==> config.mk <==
export PLATFORM = sky130hd
export DESIGN_NAME = axi_reg_slice_flat
export DESIGN_NICKNAME = d
export VERILOG_FILES = /design/src/rtl/axi_slice_pkg.sv /design/src/rtl/axi_bus.sv /design/src/rtl/axi_skid_slice.sv /design/src/rtl/axi_reg_slice.sv /design/src/flat_wrapper.sv
export SDC_FILE = /design/constraint.sdc
export NUM_CORES = 1
export LEC_CHECK = 0
export ABC_CLOCK_PERIOD_IN_PS = 4600
export BUFFER_PORTS_ARGS = -buffer_cell sky130_fd_sc_hd__buf_4
export CORE_ASPECT_RATIO = 0.6
export CORE_MARGIN = 4
export CORE_UTILIZATION = 30
export DETAILED_ROUTE_END_ITERATION = 7
export GPL_TIMING_DRIVEN = 0
export MAX_ROUTING_LAYER = met4
export PLACE_DENSITY_LB_ADDON = 0.1
export SYNTH_ARGS = -nofsm -noshare
export SYNTH_HDL_FRONTEND = slang
export SYNTH_SLANG_ARGS = --single-unit
export TNS_END_PERCENT = 5
==> constraint.sdc <==
create_clock -name clk_i -period 4.6 [get_ports clk_i]
set_input_delay 1.15 -clock clk_i [delete_from_list [all_inputs] [get_ports clk_i]]
set_output_delay 1.15 -clock clk_i [all_outputs]
set_load 0.02 [all_outputs]
==> src/rtl/axi_slice_pkg.sv <==
// Shared types and payload-width helpers for the AXI register slice.
// Widths are derived from the three AXI width parameters.
package axi_slice_pkg;

    typedef enum logic [1:0] {
        SLICE_BYPASS = 2'd0,
        SLICE_SKID   = 2'd1,
        SLICE_FWD    = 2'd2
    } slice_mode_e;

    typedef enum logic [1:0] {
        SKID_EMPTY = 2'd0,
        SKID_ONE   = 2'd1,
        SKID_TWO   = 2'd2
    } skid_state_e;

    localparam int unsigned PROT_W  = 32'd3;
    localparam int unsigned LEN_W   = 32'd8;
    localparam int unsigned SIZE_W  = 32'd3;
    localparam int unsigned BURST_W = 32'd2;
    localparam int unsigned LOCK_W  = 32'd1;
    localparam int unsigned CACHE_W = 32'd4;
    localparam int unsigned RESP_W  = 32'd2;

    function automatic int unsigned ax_width(input int unsigned addr_w, input int unsigned id_w);
        return addr_w + PROT_W + LEN_W + SIZE_W + BURST_W + LOCK_W + CACHE_W + id_w;
    endfunction

    function automatic int unsigned w_width(input int unsigned data_w);
        return data_w + (data_w / 32'd8) + 32'd1;
    endfunction

    function automatic int unsigned b_width(input int unsigned id_w);
        return RESP_W + id_w;
    endfunction

    function automatic int unsigned r_width(input int unsigned data_w, input int unsigned id_w);
        return data_w + RESP_W + 32'd1 + id_w;
    endfunction

endpackage

==> src/rtl/axi_bus.sv <==
// AXI4 bus bundle (no user signals) with master and slave views.
interface AXI_BUS #(
    parameter int unsigned AXI_ADDR_WIDTH = 32'd32,
    parameter int unsigned AXI_DATA_WIDTH = 32'd64,
    parameter int unsigned AXI_ID_WIDTH   = 32'd8
);

    logic [AXI_ADDR_WIDTH-1:0]   aw_addr;
    logic [2:0]                  aw_prot;
    logic [7:0]                  aw_len;
    logic [2:0]                  aw_size;
    logic [1:0]                  aw_burst;
    logic                        aw_lock;
    logic [3:0]                  aw_cache;
    logic [AXI_ID_WIDTH-1:0]     aw_id;
    logic                        aw_valid;
    logic                        aw_ready;

    logic [AXI_DATA_WIDTH-1:0]   w_data;
    logic [AXI_DATA_WIDTH/8-1:0] w_strb;
    logic                        w_last;
    logic                        w_valid;
    logic                        w_ready;

    logic [1:0]                  b_resp;
    logic [AXI_ID_WIDTH-1:0]     b_id;
    logic                        b_valid;
    logic                        b_ready;

    logic [AXI_ADDR_WIDTH-1:0]   ar_addr;
    logic [2:0]                  ar_prot;
    logic [7:0]                  ar_len;
    logic [2:0]                  ar_size;
    logic [1:0]                  ar_burst;
    logic                        ar_lock;
    logic [3:0]                  ar_cache;
    logic [AXI_ID_WIDTH-1:0]     ar_id;
    logic                        ar_valid;
    logic                        ar_ready;

    logic [AXI_DATA_WIDTH-1:0]   r_data;
    logic [1:0]                  r_resp;
    logic                        r_last;
    logic [AXI_ID_WIDTH-1:0]     r_id;
    logic                        r_valid;
    logic                        r_ready;

    modport Master (
        output aw_addr, aw_prot, aw_len, aw_size, aw_burst, aw_lock, aw_cache, aw_id, aw_valid,
        input  aw_ready,
        output w_data, w_strb, w_last, w_valid,
        input  w_ready,
        input  b_resp, b_id, b_valid,
        output b_ready,
        output ar_addr, ar_prot, ar_len, ar_size, ar_burst, ar_lock, ar_cache, ar_id, ar_valid,
        input  ar_ready,
        input  r_data, r_resp, r_last, r_id, r_valid,
        output r_ready
    );

    modport Slave (
        input  aw_addr, aw_prot, aw_len, aw_size, aw_burst, aw_lock, aw_cache, aw_id, aw_valid,
        output aw_ready,
        input  w_data, w_strb, w_last, w_valid,
        output w_ready,
        output b_resp, b_id, b_valid,
        input  b_ready,
        input  ar_addr, ar_prot, ar_len, ar_size, ar_burst, ar_lock, ar_cache, ar_id, ar_valid,
        output ar_ready,
        output r_data, r_resp, r_last, r_id, r_valid,
        input  r_ready
    );

endinterface

==> src/rtl/axi_skid_slice.sv <==
// One valid/ready pipeline stage: bypass, 2-entry skid buffer, or forward-only register.
// Only the state is reset; payload registers hold whatever they last loaded.
module axi_skid_slice
    import axi_slice_pkg::*;
#(
    parameter int unsigned WIDTH = 32'd8,
    parameter int unsigned MODE  = 32'd1
) (
    input  logic             clk_i,
    input  logic             rst_i,
    input  logic [WIDTH-1:0] in_data,
    input  logic             in_valid,
    output logic             in_ready,
    output logic [WIDTH-1:0] out_data,
    output logic             out_valid,
    input  logic             out_ready
);

    generate
        if (MODE == 32'(SLICE_BYPASS)) begin : g_bypass
            assign out_data  = in_data;
            assign out_valid = in_valid;
            assign in_ready  = out_ready;
        end else if (MODE == 32'(SLICE_SKID)) begin : g_skid
            skid_state_e      state_r;
            skid_state_e      state_nxt_s;
            logic [WIDTH-1:0] out_data_r;
            logic [WIDTH-1:0] skid_data_r;
            logic             push_s;
            logic             pop_s;
            logic             load_out_s;
            logic             load_skid_s;
            logic             shift_skid_s;

            // in_ready depends only on state and reset, never on out_ready
            assign in_ready  = (state_r != SKID_TWO) && !rst_i;
            assign out_valid = (state_r != SKID_EMPTY);
            assign out_data  = out_data_r;
            assign push_s    = in_valid && in_ready;
            assign pop_s     = out_valid && out_ready;

            // Occupancy state register
            always_ff @(posedge clk_i) begin
                if (rst_i) begin
                    state_r <= SKID_EMPTY;
                end else begin
                    state_r <= state_nxt_s;
                end
            end

            // Next-state and payload-register load decode
            always_comb begin
                state_nxt_s  = state_r;
                load_out_s   = 1'b0;
                load_skid_s  = 1'b0;
                shift_skid_s = 1'b0;
                case (state_r)
                    SKID_EMPTY: begin
                        if (push_s) begin
                            state_nxt_s = SKID_ONE;
                            load_out_s  = 1'b1;
                        end else begin
                            state_nxt_s = SKID_EMPTY;
                        end
                    end
                    SKID_ONE: begin
                        if (push_s && !pop_s) begin
                            state_nxt_s = SKID_TWO;
                            load_skid_s = 1'b1;
                        end else if (push_s && pop_s) begin
                            state_nxt_s = SKID_ONE;
                            load_out_s  = 1'b1;
                        end else if (pop_s) begin
                            state_nxt_s = SKID_EMPTY;
                        end else begin
                            state_nxt_s = SKID_ONE;
                        end
                    end
                    SKID_TWO: begin
                        if (pop_s) begin
                            state_nxt_s  = SKID_ONE;
                            shift_skid_s = 1'b1;
                        end else begin
                            state_nxt_s = SKID_TWO;
                        end
                    end
                    default: begin
                        state_nxt_s = SKID_EMPTY;
                    end
                endcase
            end

            // Output and skid payload registers
            always_ff @(posedge clk_i) begin
                if (load_out_s) begin
                    out_data_r <= in_data;
                end else if (shift_skid_s) begin
                    out_data_r <= skid_data_r;
                end else begin
                    out_data_r <= out_data_r;
                end
                if (load_skid_s) begin
                    skid_data_r <= in_data;
                end else begin
                    skid_data_r <= skid_data_r;
                end
            end
        end else if (MODE == 32'(SLICE_FWD)) begin : g_fwd
            logic             valid_r;
            logic [WIDTH-1:0] data_r;
            logic             push_s;

            assign in_ready  = (!valid_r || out_ready) && !rst_i;
            assign out_valid = valid_r;
            assign out_data  = data_r;
            assign push_s    = in_valid && in_ready;

            // Output valid flag
            always_ff @(posedge clk_i) begin
                if (rst_i) begin
                    valid_r <= 1'b0;
                end else if (push_s) begin
                    valid_r <= 1'b1;
                end else if (out_ready) begin
                    valid_r <= 1'b0;
                end else begin
                    valid_r <= valid_r;
                end
            end

            // Output payload register
            always_ff @(posedge clk_i) begin
                if (push_s) begin
                    data_r <= in_data;
                end else begin
                    data_r <= data_r;
                end
            end
        end else begin : g_bad_mode
            $error("axi_skid_slice: unsupported MODE %0d", MODE);
        end
    endgenerate

endmodule

==> src/rtl/axi_reg_slice.sv <==
// AXI4 register slice: one independently configured stage per channel.
// AW/W/AR flow slv->mst, B/R flow mst->slv; payload bits pass through unmodified.
module axi_reg_slice
    import axi_slice_pkg::*;
#(
    parameter int unsigned AXI_ADDR_WIDTH = 32'd32,
    parameter int unsigned AXI_DATA_WIDTH = 32'd64,
    parameter int unsigned AXI_ID_WIDTH   = 32'd8,
    parameter int unsigned AW_MODE        = 32'd1,
    parameter int unsigned W_MODE         = 32'd1,
    parameter int unsigned B_MODE         = 32'd1,
    parameter int unsigned AR_MODE        = 32'd1,
    parameter int unsigned R_MODE         = 32'd1
) (
    input  logic  clk_i,
    input  logic  rst_i,
    AXI_BUS.Slave  slv,
    AXI_BUS.Master mst
);

    localparam int unsigned AX_W = ax_width(AXI_ADDR_WIDTH, AXI_ID_WIDTH);
    localparam int unsigned W_W  = w_width(AXI_DATA_WIDTH);
    localparam int unsigned B_W  = b_width(AXI_ID_WIDTH);
    localparam int unsigned R_W  = r_width(AXI_DATA_WIDTH, AXI_ID_WIDTH);

    logic [AX_W-1:0] aw_in_s;
    logic [AX_W-1:0] aw_out_s;
    logic [W_W-1:0]  w_in_s;
    logic [W_W-1:0]  w_out_s;
    logic [B_W-1:0]  b_in_s;
    logic [B_W-1:0]  b_out_s;
    logic [AX_W-1:0] ar_in_s;
    logic [AX_W-1:0] ar_out_s;
    logic [R_W-1:0]  r_in_s;
    logic [R_W-1:0]  r_out_s;

    assign aw_in_s = {slv.aw_addr, slv.aw_prot, slv.aw_len, slv.aw_size,
                      slv.aw_burst, slv.aw_lock, slv.aw_cache, slv.aw_id};
    assign {mst.aw_addr, mst.aw_prot, mst.aw_len, mst.aw_size,
            mst.aw_burst, mst.aw_lock, mst.aw_cache, mst.aw_id} = aw_out_s;

    assign w_in_s = {slv.w_data, slv.w_strb, slv.w_last};
    assign {mst.w_data, mst.w_strb, mst.w_last} = w_out_s;

    assign b_in_s = {mst.b_resp, mst.b_id};
    assign {slv.b_resp, slv.b_id} = b_out_s;

    assign ar_in_s = {slv.ar_addr, slv.ar_prot, slv.ar_len, slv.ar_size,
                      slv.ar_burst, slv.ar_lock, slv.ar_cache, slv.ar_id};
    assign {mst.ar_addr, mst.ar_prot, mst.ar_len, mst.ar_size,
            mst.ar_burst, mst.ar_lock, mst.ar_cache, mst.ar_id} = ar_out_s;

    assign r_in_s = {mst.r_data, mst.r_resp, mst.r_last, mst.r_id};
    assign {slv.r_data, slv.r_resp, slv.r_last, slv.r_id} = r_out_s;

    axi_skid_slice #(.WIDTH(AX_W), .MODE(AW_MODE)) u_aw (
        .clk_i     (clk_i),
        .rst_i     (rst_i),
        .in_data   (aw_in_s),
        .in_valid  (slv.aw_valid),
        .in_ready  (slv.aw_ready),
        .out_data  (aw_out_s),
        .out_valid (mst.aw_valid),
        .out_ready (mst.aw_ready)
    );

    axi_skid_slice #(.WIDTH(W_W), .MODE(W_MODE)) u_w (
        .clk_i     (clk_i),
        .rst_i     (rst_i),
        .in_data   (w_in_s),
        .in_valid  (slv.w_valid),
        .in_ready  (slv.w_ready),
        .out_data  (w_out_s),
        .out_valid (mst.w_valid),
        .out_ready (mst.w_ready)
    );

    axi_skid_slice #(.WIDTH(B_W), .MODE(B_MODE)) u_b (
        .clk_i     (clk_i),
        .rst_i     (rst_i),
        .in_data   (b_in_s),
        .in_valid  (mst.b_valid),
        .in_ready  (mst.b_ready),
        .out_data  (b_out_s),
        .out_valid (slv.b_valid),
        .out_ready (slv.b_ready)
    );

    axi_skid_slice #(.WIDTH(AX_W), .MODE(AR_MODE)) u_ar (
        .clk_i     (clk_i),
        .rst_i     (rst_i),
        .in_data   (ar_in_s),
        .in_valid  (slv.ar_valid),
        .in_ready  (slv.ar_ready),
        .out_data  (ar_out_s),
        .out_valid (mst.ar_valid),
        .out_ready (mst.ar_ready)
    );

    axi_skid_slice #(.WIDTH(R_W), .MODE(R_MODE)) u_r (
        .clk_i     (clk_i),
        .rst_i     (rst_i),
        .in_data   (r_in_s),
        .in_valid  (mst.r_valid),
        .in_ready  (mst.r_ready),
        .out_data  (r_out_s),
        .out_valid (slv.r_valid),
        .out_ready (slv.r_ready)
    );

endmodule

==> src/flat_wrapper.sv <==
// flat-port wrapper written by rule: the top's interface ports become plain ports
module axi_reg_slice_flat import axi_slice_pkg::*;
#(
    parameter int unsigned AXI_ADDR_WIDTH = 32'd32,
    parameter int unsigned AXI_DATA_WIDTH = 32'd64,
    parameter int unsigned AXI_ID_WIDTH   = 32'd8,
    parameter int unsigned AW_MODE        = 32'd1,
    parameter int unsigned W_MODE         = 32'd1,
    parameter int unsigned B_MODE         = 32'd1,
    parameter int unsigned AR_MODE        = 32'd1,
    parameter int unsigned R_MODE         = 32'd1
)
  (clk_i, rst_i, slv_aw_addr, slv_aw_prot, slv_aw_len, slv_aw_size, slv_aw_burst, slv_aw_lock, slv_aw_cache, slv_aw_id, slv_aw_valid, slv_aw_ready, slv_w_data, slv_w_strb, slv_w_last, slv_w_valid, slv_w_ready, slv_b_resp, slv_b_id, slv_b_valid, slv_b_ready, slv_ar_addr, slv_ar_prot, slv_ar_len, slv_ar_size, slv_ar_burst, slv_ar_lock, slv_ar_cache, slv_ar_id, slv_ar_valid, slv_ar_ready, slv_r_data, slv_r_resp, slv_r_last, slv_r_id, slv_r_valid, slv_r_ready, mst_aw_addr, mst_aw_prot, mst_aw_len, mst_aw_size, mst_aw_burst, mst_aw_lock, mst_aw_cache, mst_aw_id, mst_aw_valid, mst_aw_ready, mst_w_data, mst_w_strb, mst_w_last, mst_w_valid, mst_w_ready, mst_b_resp, mst_b_id, mst_b_valid, mst_b_ready, mst_ar_addr, mst_ar_prot, mst_ar_len, mst_ar_size, mst_ar_burst, mst_ar_lock, mst_ar_cache, mst_ar_id, mst_ar_valid, mst_ar_ready, mst_r_data, mst_r_resp, mst_r_last, mst_r_id, mst_r_valid, mst_r_ready);
  AXI_BUS #(.AXI_ADDR_WIDTH(AXI_ADDR_WIDTH), .AXI_DATA_WIDTH(AXI_DATA_WIDTH), .AXI_ID_WIDTH(AXI_ID_WIDTH)) slv_i ();
  AXI_BUS #(.AXI_ADDR_WIDTH(AXI_ADDR_WIDTH), .AXI_DATA_WIDTH(AXI_DATA_WIDTH), .AXI_ID_WIDTH(AXI_ID_WIDTH)) mst_i ();
  input  logic clk_i;
  input  logic rst_i;
  input wire logic [$bits(slv_i.aw_addr)-1:0] slv_aw_addr;
  input wire logic [$bits(slv_i.aw_prot)-1:0] slv_aw_prot;
  input wire logic [$bits(slv_i.aw_len)-1:0] slv_aw_len;
  input wire logic [$bits(slv_i.aw_size)-1:0] slv_aw_size;
  input wire logic [$bits(slv_i.aw_burst)-1:0] slv_aw_burst;
  input wire logic [$bits(slv_i.aw_lock)-1:0] slv_aw_lock;
  input wire logic [$bits(slv_i.aw_cache)-1:0] slv_aw_cache;
  input wire logic [$bits(slv_i.aw_id)-1:0] slv_aw_id;
  input wire logic [$bits(slv_i.aw_valid)-1:0] slv_aw_valid;
  output wire logic [$bits(slv_i.aw_ready)-1:0] slv_aw_ready;
  input wire logic [$bits(slv_i.w_data)-1:0] slv_w_data;
  input wire logic [$bits(slv_i.w_strb)-1:0] slv_w_strb;
  input wire logic [$bits(slv_i.w_last)-1:0] slv_w_last;
  input wire logic [$bits(slv_i.w_valid)-1:0] slv_w_valid;
  output wire logic [$bits(slv_i.w_ready)-1:0] slv_w_ready;
  output wire logic [$bits(slv_i.b_resp)-1:0] slv_b_resp;
  output wire logic [$bits(slv_i.b_id)-1:0] slv_b_id;
  output wire logic [$bits(slv_i.b_valid)-1:0] slv_b_valid;
  input wire logic [$bits(slv_i.b_ready)-1:0] slv_b_ready;
  input wire logic [$bits(slv_i.ar_addr)-1:0] slv_ar_addr;
  input wire logic [$bits(slv_i.ar_prot)-1:0] slv_ar_prot;
  input wire logic [$bits(slv_i.ar_len)-1:0] slv_ar_len;
  input wire logic [$bits(slv_i.ar_size)-1:0] slv_ar_size;
  input wire logic [$bits(slv_i.ar_burst)-1:0] slv_ar_burst;
  input wire logic [$bits(slv_i.ar_lock)-1:0] slv_ar_lock;
  input wire logic [$bits(slv_i.ar_cache)-1:0] slv_ar_cache;
  input wire logic [$bits(slv_i.ar_id)-1:0] slv_ar_id;
  input wire logic [$bits(slv_i.ar_valid)-1:0] slv_ar_valid;
  output wire logic [$bits(slv_i.ar_ready)-1:0] slv_ar_ready;
  output wire logic [$bits(slv_i.r_data)-1:0] slv_r_data;
  output wire logic [$bits(slv_i.r_resp)-1:0] slv_r_resp;
  output wire logic [$bits(slv_i.r_last)-1:0] slv_r_last;
  output wire logic [$bits(slv_i.r_id)-1:0] slv_r_id;
  output wire logic [$bits(slv_i.r_valid)-1:0] slv_r_valid;
  input wire logic [$bits(slv_i.r_ready)-1:0] slv_r_ready;
  output wire logic [$bits(mst_i.aw_addr)-1:0] mst_aw_addr;
  output wire logic [$bits(mst_i.aw_prot)-1:0] mst_aw_prot;
  output wire logic [$bits(mst_i.aw_len)-1:0] mst_aw_len;
  output wire logic [$bits(mst_i.aw_size)-1:0] mst_aw_size;
  output wire logic [$bits(mst_i.aw_burst)-1:0] mst_aw_burst;
  output wire logic [$bits(mst_i.aw_lock)-1:0] mst_aw_lock;
  output wire logic [$bits(mst_i.aw_cache)-1:0] mst_aw_cache;
  output wire logic [$bits(mst_i.aw_id)-1:0] mst_aw_id;
  output wire logic [$bits(mst_i.aw_valid)-1:0] mst_aw_valid;
  input wire logic [$bits(mst_i.aw_ready)-1:0] mst_aw_ready;
  output wire logic [$bits(mst_i.w_data)-1:0] mst_w_data;
  output wire logic [$bits(mst_i.w_strb)-1:0] mst_w_strb;
  output wire logic [$bits(mst_i.w_last)-1:0] mst_w_last;
  output wire logic [$bits(mst_i.w_valid)-1:0] mst_w_valid;
  input wire logic [$bits(mst_i.w_ready)-1:0] mst_w_ready;
  input wire logic [$bits(mst_i.b_resp)-1:0] mst_b_resp;
  input wire logic [$bits(mst_i.b_id)-1:0] mst_b_id;
  input wire logic [$bits(mst_i.b_valid)-1:0] mst_b_valid;
  output wire logic [$bits(mst_i.b_ready)-1:0] mst_b_ready;
  output wire logic [$bits(mst_i.ar_addr)-1:0] mst_ar_addr;
  output wire logic [$bits(mst_i.ar_prot)-1:0] mst_ar_prot;
  output wire logic [$bits(mst_i.ar_len)-1:0] mst_ar_len;
  output wire logic [$bits(mst_i.ar_size)-1:0] mst_ar_size;
  output wire logic [$bits(mst_i.ar_burst)-1:0] mst_ar_burst;
  output wire logic [$bits(mst_i.ar_lock)-1:0] mst_ar_lock;
  output wire logic [$bits(mst_i.ar_cache)-1:0] mst_ar_cache;
  output wire logic [$bits(mst_i.ar_id)-1:0] mst_ar_id;
  output wire logic [$bits(mst_i.ar_valid)-1:0] mst_ar_valid;
  input wire logic [$bits(mst_i.ar_ready)-1:0] mst_ar_ready;
  input wire logic [$bits(mst_i.r_data)-1:0] mst_r_data;
  input wire logic [$bits(mst_i.r_resp)-1:0] mst_r_resp;
  input wire logic [$bits(mst_i.r_last)-1:0] mst_r_last;
  input wire logic [$bits(mst_i.r_id)-1:0] mst_r_id;
  input wire logic [$bits(mst_i.r_valid)-1:0] mst_r_valid;
  output wire logic [$bits(mst_i.r_ready)-1:0] mst_r_ready;
  assign slv_i.aw_addr = slv_aw_addr;
  assign slv_i.aw_prot = slv_aw_prot;
  assign slv_i.aw_len = slv_aw_len;
  assign slv_i.aw_size = slv_aw_size;
  assign slv_i.aw_burst = slv_aw_burst;
  assign slv_i.aw_lock = slv_aw_lock;
  assign slv_i.aw_cache = slv_aw_cache;
  assign slv_i.aw_id = slv_aw_id;
  assign slv_i.aw_valid = slv_aw_valid;
  assign slv_aw_ready = slv_i.aw_ready;
  assign slv_i.w_data = slv_w_data;
  assign slv_i.w_strb = slv_w_strb;
  assign slv_i.w_last = slv_w_last;
  assign slv_i.w_valid = slv_w_valid;
  assign slv_w_ready = slv_i.w_ready;
  assign slv_b_resp = slv_i.b_resp;
  assign slv_b_id = slv_i.b_id;
  assign slv_b_valid = slv_i.b_valid;
  assign slv_i.b_ready = slv_b_ready;
  assign slv_i.ar_addr = slv_ar_addr;
  assign slv_i.ar_prot = slv_ar_prot;
  assign slv_i.ar_len = slv_ar_len;
  assign slv_i.ar_size = slv_ar_size;
  assign slv_i.ar_burst = slv_ar_burst;
  assign slv_i.ar_lock = slv_ar_lock;
  assign slv_i.ar_cache = slv_ar_cache;
  assign slv_i.ar_id = slv_ar_id;
  assign slv_i.ar_valid = slv_ar_valid;
  assign slv_ar_ready = slv_i.ar_ready;
  assign slv_r_data = slv_i.r_data;
  assign slv_r_resp = slv_i.r_resp;
  assign slv_r_last = slv_i.r_last;
  assign slv_r_id = slv_i.r_id;
  assign slv_r_valid = slv_i.r_valid;
  assign slv_i.r_ready = slv_r_ready;
  assign mst_aw_addr = mst_i.aw_addr;
  assign mst_aw_prot = mst_i.aw_prot;
  assign mst_aw_len = mst_i.aw_len;
  assign mst_aw_size = mst_i.aw_size;
  assign mst_aw_burst = mst_i.aw_burst;
  assign mst_aw_lock = mst_i.aw_lock;
  assign mst_aw_cache = mst_i.aw_cache;
  assign mst_aw_id = mst_i.aw_id;
  assign mst_aw_valid = mst_i.aw_valid;
  assign mst_i.aw_ready = mst_aw_ready;
  assign mst_w_data = mst_i.w_data;
  assign mst_w_strb = mst_i.w_strb;
  assign mst_w_last = mst_i.w_last;
  assign mst_w_valid = mst_i.w_valid;
  assign mst_i.w_ready = mst_w_ready;
  assign mst_i.b_resp = mst_b_resp;
  assign mst_i.b_id = mst_b_id;
  assign mst_i.b_valid = mst_b_valid;
  assign mst_b_ready = mst_i.b_ready;
  assign mst_ar_addr = mst_i.ar_addr;
  assign mst_ar_prot = mst_i.ar_prot;
  assign mst_ar_len = mst_i.ar_len;
  assign mst_ar_size = mst_i.ar_size;
  assign mst_ar_burst = mst_i.ar_burst;
  assign mst_ar_lock = mst_i.ar_lock;
  assign mst_ar_cache = mst_i.ar_cache;
  assign mst_ar_id = mst_i.ar_id;
  assign mst_ar_valid = mst_i.ar_valid;
  assign mst_i.ar_ready = mst_ar_ready;
  assign mst_i.r_data = mst_r_data;
  assign mst_i.r_resp = mst_r_resp;
  assign mst_i.r_last = mst_r_last;
  assign mst_i.r_id = mst_r_id;
  assign mst_i.r_valid = mst_r_valid;
  assign mst_r_ready = mst_i.r_ready;
  axi_reg_slice #(.AXI_ADDR_WIDTH(AXI_ADDR_WIDTH), .AXI_DATA_WIDTH(AXI_DATA_WIDTH), .AXI_ID_WIDTH(AXI_ID_WIDTH), .AW_MODE(AW_MODE), .W_MODE(W_MODE), .B_MODE(B_MODE), .AR_MODE(AR_MODE), .R_MODE(R_MODE)) u_core (.clk_i(clk_i), .rst_i(rst_i), .slv(slv_i), .mst(mst_i));
endmodule
* Yosys cells after proc, flatten, opt, wreduce, memory -nomap -nowiden
Index checks and enable logic that the tools add are counted.
** Storage, ports and cells
- Register bits :: 570
- Word-level logic and storage cells :: 156
** Cells by class
- Reductions and logical operators :: 46
- Mux-type cells :: 80
- Equal/unequal tests :: 15
** Operators by type and width (number)
- 2-to-1 mux 61 bit :: 4
- 2-to-1 mux 75 bit :: 2
- 2-to-1 mux 73 bit :: 2
- 2-to-1 mux 1 bit :: 50
- one-hot mux 2 bit (3 select lines) :: 5
- logical AND 1 bit :: 25
- 2-to-1 mux 10 bit :: 2
- 2-to-1 mux 2 bit :: 10
- nonzero test 2 bit :: 10
- equality test 2 x 1 -> 1 bit (second input constant) :: 5
- equality test 2 bit (second input constant) :: 5
- zero test 2 bit :: 5
- != test 2 bit (second input constant) :: 5
- one-hot mux 1 bit (2 select lines) :: 5
- zero test 1 bit :: 6

* Depth between registers and ports, before layout
- Word-level depth :: 8
- Mapped depth :: 8
- Gate-level depth less buffers :: 7

* Cells and area by module
A second synthesis with hierarchy kept.
** Unflattened totals
- Cells, all modules :: 979
- Area, all modules :: 21998.6 µm²
** Modules (own cells, without submodules)
- axi_skid_slice (u_core.u_r) :: sequential area each 4544.4 µm², cells each 255, times used 1, area an instance 5740.5 µm²
- axi_skid_slice (u_core.u_w) :: sequential area each 4424.2 µm², cells each 249, times used 1, area an instance 5679.2 µm²
- axi_skid_slice (u_core.u_aw) :: sequential area each 3703.6 µm², cells each 211, times used 1, area an instance 4825.9 µm²
- axi_skid_slice (u_core.u_ar) :: sequential area each 3703.6 µm², cells each 211, times used 1, area an instance 4823.4 µm²
- axi_skid_slice (u_core.u_b) :: sequential area each 640.6 µm², cells each 53, times used 1, area an instance 929.6 µm²

* Least setup slack after synthesis
No wires, ideal clock.
- Path kind :: input to register
- Start point :: input rst_i
- End point :: register u_core.u_r.g_skid.out_data_r[0], in the netlist u_core.u_r.out_data[0], enable pin
- Path buffers :: 3
- Data required time :: 4.164 ns
- Cell stages on the path :: 8
- Data arrival time :: 3.997 ns
- Slack :: 0.167 ns
- Path through :: buf_6 > nor2_1 > and2_1 > ha_1 > a31oi_1 > buf_4 > buf_6 > nand2_1
** Between the ends
- Longest elaborated chain between the ends :: 8
- Elaborated cells on any way between the ends :: 10
- Those cells by class :: mux (4); reduce/logical (6)
** Ends and longest elaborated chain
- start, declared :: RTL line flat_wrapper.sv:17 : input logic rst_i;
- zero test 1 bit (*) :: RTL line axi_skid_slice.sv:36 : assign in_ready = (state_r != SKID_TWO) && !rst_i;
- logical AND 1 bit (*) :: RTL line axi_skid_slice.sv:36
- via mst_r_ready :: RTL line flat_wrapper.sv:87 : output wire logic [$bits(mst_i.r_ready)-1:0] mst_r_ready;
- logical AND 1 bit (*) :: RTL line axi_skid_slice.sv:39 : assign push_s = in_valid && in_ready;
- logical AND 1 bit :: RTL line axi_skid_slice.sv:70 : end else if (push_s && pop_s) begin
- 2-to-1 mux 1 bit :: RTL line axi_skid_slice.sv:70
- 2-to-1 mux 1 bit :: RTL line axi_skid_slice.sv:67 : if (push_s && !pop_s) begin
- one-hot mux 1 bit (2 select lines) (*) :: RTL line axi_skid_slice.sv:57 : case (state_r)
- nonzero test 2 bit (no source line) (*)
- end signal, assigned :: RTL line axi_skid_slice.sv:96 : out_data_r <= in_data;
- end signal, assigned :: RTL line axi_skid_slice.sv:98 : out_data_r <= skid_data_r;
- end signal, assigned :: RTL line axi_skid_slice.sv:100 : out_data_r <= out_data_r;
- end, declared :: RTL line axi_skid_slice.sv:27 : logic [WIDTH-1:0] out_data_r;
Mark *: on every way through the listed nets, which the timed path passes. The rest lies on a longest branch.
A chain may end at the register's enable or synchronous reset.

* Final worst setup path
- Start point :: input rst_i
- End point :: register u_core.u_r.g_skid.out_data_r[45], in the netlist u_core.u_r.out_data[45], enable pin
** Between the ends
- Longest elaborated chain between the ends :: 8
- Elaborated cells on any way between the ends :: 10
- Those cells by class :: mux (4); reduce/logical (6)
** Ends and longest elaborated chain (RTL line)
- zero test 1 bit (*) :: axi_skid_slice.sv:36
- logical AND 1 bit (*) :: axi_skid_slice.sv:36
- logical AND 1 bit (*) :: axi_skid_slice.sv:39
- logical AND 1 bit :: axi_skid_slice.sv:70
- 2-to-1 mux 1 bit :: axi_skid_slice.sv:70
- 2-to-1 mux 1 bit :: axi_skid_slice.sv:67
- one-hot mux 1 bit (2 select lines) (*) :: axi_skid_slice.sv:57
- nonzero test 2 bit (no source line) (*)
Every way passes the cells marked *; elsewhere a longest branch is shown, timed or not.

==> results.ini <==
[run_status]
status=completed

[worst_setup_path]
cp.arrival_ns=3.48
critPathLaunchType=input pin
end_kind=flip-flop
max_stage_delay_ns=0.48
path_max_fanout=57
cpMaxStageDelayCell=a31oi_1
crit_chain=buf_4, buf_6, nor2_1, and2_1, ha_1, a31oi_1, buf_4, buf_6, nand2_4, buf_16
critPathTopFamily=buffers and inverters
path_buf_inv=5
critPathKind=input pin to flip-flop
required_ns=4.90

[clock_tree]
cts-root-buf=clkbuf_16
holdBufCountCts=0
cts.sinks=570
clk_pin_slew_ns=0.07
numCtsBuffers=57
cts_buffer_depth=3
clock_latency_ns=0.60
cts-htree-levels=2
ctsResizeCount=0
post_cts_buffers=0
cts_tree=yes

[logic_synthesis]
yosysUniqueCellTypes=31
ys.warnings.count=0
synth_flop_cell=edfxtp_1
yosys-top-cells-area=edfxtp_1, mux2_2, mux2_4
synth-edff-count=560
synth.most_common_cell=edfxtp_1
seq_area_frac_synth_pct=79.59
synthTopCellsByCount=edfxtp_1, mux2_2, mux2_4, mux2_1, buf_6
synth-seq-cells=570
postSynthCellCount=980
synth.avg_cell_area_um2=21.82
synth_area_um2=21380
async_flop_share_pct=0
synth_top_area_cell=edfxtp_1
syn_nets=1282
yosys.area.top_type_share_pct=78.66

[floorplan]
rows=75
start_util_pct=30.46
die_h_um=214.8
core_area_um2=70190
die_area_um2=75740
io_pins=582
die_w_um=352.6

[global_route]
grt.met2_usage_pct=23.91
grt_first_pass_wirelength_um=77650
grt_overflow=0
met3_usage_pct=4.466
grt-busiest-layer=met2
grt.total_usage_pct=14.07
met1_usage_pct=16.10
grt_antenna_before_repair=6
grt_pass1_vias=11900
grt_max_degree=62

[route]
post-route-drc-count=0
routed-via-count=11190
drt-total-wl_um=53040
drt_iter0_drc=629
firstDrtPassIters=4
avgViaCountPerCell=4.301
wl_per_cell_um=20.38
antenna_left=0

[placement]
portBuffers=581
dp_hpwl_um=37210
gp_congestion=0.7772

[sta]
rsz0062_at_grt=false
max_slew_margin_pct=44.60
max_freq_mhz=314.8
worstMarginPinSlew_ns=0.8310
timing.hold.ws_ns=0.5328
setup_tns_ns=0
report.final.slew_viol_count=0
finalCriticalPeriod_ns=3.176
skew_ns=0.008482
finalCritPeriodShare_pct=69.05
final-setup-viol-count=0
hold_viol=0

[power_and_ir_drop]
pwr-share-clk_pct=38.7
power-per-cell-area_nw_per_um2=407.9
p_switching_mw=2.694
ir_worst_vdd_mv=0.2430
p_comb_share_pct=10.1
p_int_mw=9.105
sequentialPowerShare_pct=51.2
leakagePower_nw=10.90
swShare_pct=22.83

[cells_and_area]
drive_above_1_share_pct=58.49
layout.nets=1929
final_util_pct=41.21
fillers=6508
syn_to_final_growth_pct=35.31

[run]
max_cap_violations=0

[hold_path]
hold_path.class=flip-flop to flip-flop

-- cell usage in the layout (no fill, tap or decap), types with 2 or more instances in the layout --
cell type | synthesis | final
or2_2 | 5 | 5
a31oi_1 | 3 | 3
nor2_1 | 8 | 8
buf_2 | 6 | 6
and3_4 | 0 | 2
nor2b_1 | 5 | 5
buf_6 | 23 | 23
buf_16 | 0 | 6
clkbuf_16 | 0 | 57
a21oi_1 | 8 | 8
clkinv_2 | 0 | 13
inv_6 | 0 | 4
edfxtp_1 | 560 | 560
dfxtp_1 | 10 | 10
nand2_4 | 0 | 3
nor3_1 | 2 | 2
nand2_1 | 15 | 12
nor4b_2 | 2 | 2
inv_1 | 12 | 12
o211ai_1 | 4 | 4
and3b_4 | 0 | 2
buf_4 | 2 | 583
bufinv_16 | 0 | 5
clkinv_4 | 0 | 2
diode_2 | 0 | 6
o21ba_2 | 2 | 2
mux2_2 | 197 | 197
mux2_1 | 24 | 24
clkinv_1 | 0 | 17
mux2_4 | 59 | 59
and2_1 | 9 | 9
clkbuf_1 | 1 | 6
ha_1 | 10 | 10
-- worst paths after layout --
path	from	endpoint	slack, ns	cells past startpoint
setup reg to reg	u_core.u_r.g_skid.state_r[0]	u_core.u_r.out_data[45]	1.67	8
hold reg to reg	u_core.u_r.g_skid.skid_data_r[71]	u_core.u_r.out_data[71]	0.53	1
setup / recovery	rst_i	u_core.u_r.out_data[45]	1.42	10
hold / removal	u_core.u_r.g_skid.skid_data_r[71]	u_core.u_r.out_data[71]	0.53	1
-- power by group through the flow --
stage               logic, mW  clock network [mW]  registers, mW
global route             1.28                4.98           6.06
floorplan               0.424                   0           6.34
CTS                      1.23                4.76           6.04
detailed placement       1.22                   0           6.15
finish                   1.19                4.57           6.04
global placement         1.18                   0           6.18
-- flip-flops by register name (all words and copies together), names as in the netlist --
name / cells
u_core.u_ar.g_skid.skid_data_r: 61
u_core.u_ar.g_skid.state_r: 2
u_core.u_ar.out_data: 61
u_core.u_aw.g_skid.skid_data_r: 61
u_core.u_aw.g_skid.state_r: 2
u_core.u_aw.out_data: 61
u_core.u_b.g_skid.skid_data_r: 10
u_core.u_b.g_skid.state_r: 2
u_core.u_b.out_data: 10
u_core.u_r.g_skid.skid_data_r: 75
u_core.u_r.g_skid.state_r: 2
u_core.u_r.out_data: 75
u_core.u_w.g_skid.skid_data_r: 73
u_core.u_w.g_skid.state_r: 2
u_core.u_w.out_data: 73
-- stage by stage --
stage                     power (mW)  std cells  area (um^2)  setup WS (ns)
after floorplan                6.759        980        21380         0.1672
after global placement         7.358       2485        26900         -1.573
after detailed placement       7.377       2492        27130         0.7876
after CTS                      12.03       2596        28910          1.455
after global routing           12.32       2602        28930          1.326
final                          11.80       2602        28930          1.424
-- layout make-up --
| cell class | instances | area, um^2 | share of cell area [%] |
|---|---|---|---|
| Timing Repair Buffer | 588 | 4547 | 15.72 |
| Multi-Input combinational cell | 366 | 4058 | 14.03 |
| Inverter | 12 | 45.04 | 0.1557 |
| Tap cell | 924 | 1156 | 3.996 |
| Clock buffer | 62 | 1445 | 4.995 |
| Clock inverter | 42 | 339.1 | 1.172 |
| Sequential cell | 570 | 17020 | 58.82 |
| Antenna cell | 6 | 15.01 | 0.05190 |
| Buffer | 32 | 307.8 | 1.064 |
-- kinds of logic after synthesis --
group           count (synthesis)  synth area share (%)
fa+ha+maj                      10                0.5852
buf+inv                        44                 1.650
mux                           280                 15.78
simple gates                   55                 1.580
compound gates                 21                0.8077
flops                         570                 79.59
-- layer usage --
metal	share of wire, %	routed length (um)
met5	0	0
met4	2.2	1147
met3	6.6	3476
met2	52	27330
met1	40	21080
Power figures use the tool's default switching activity.
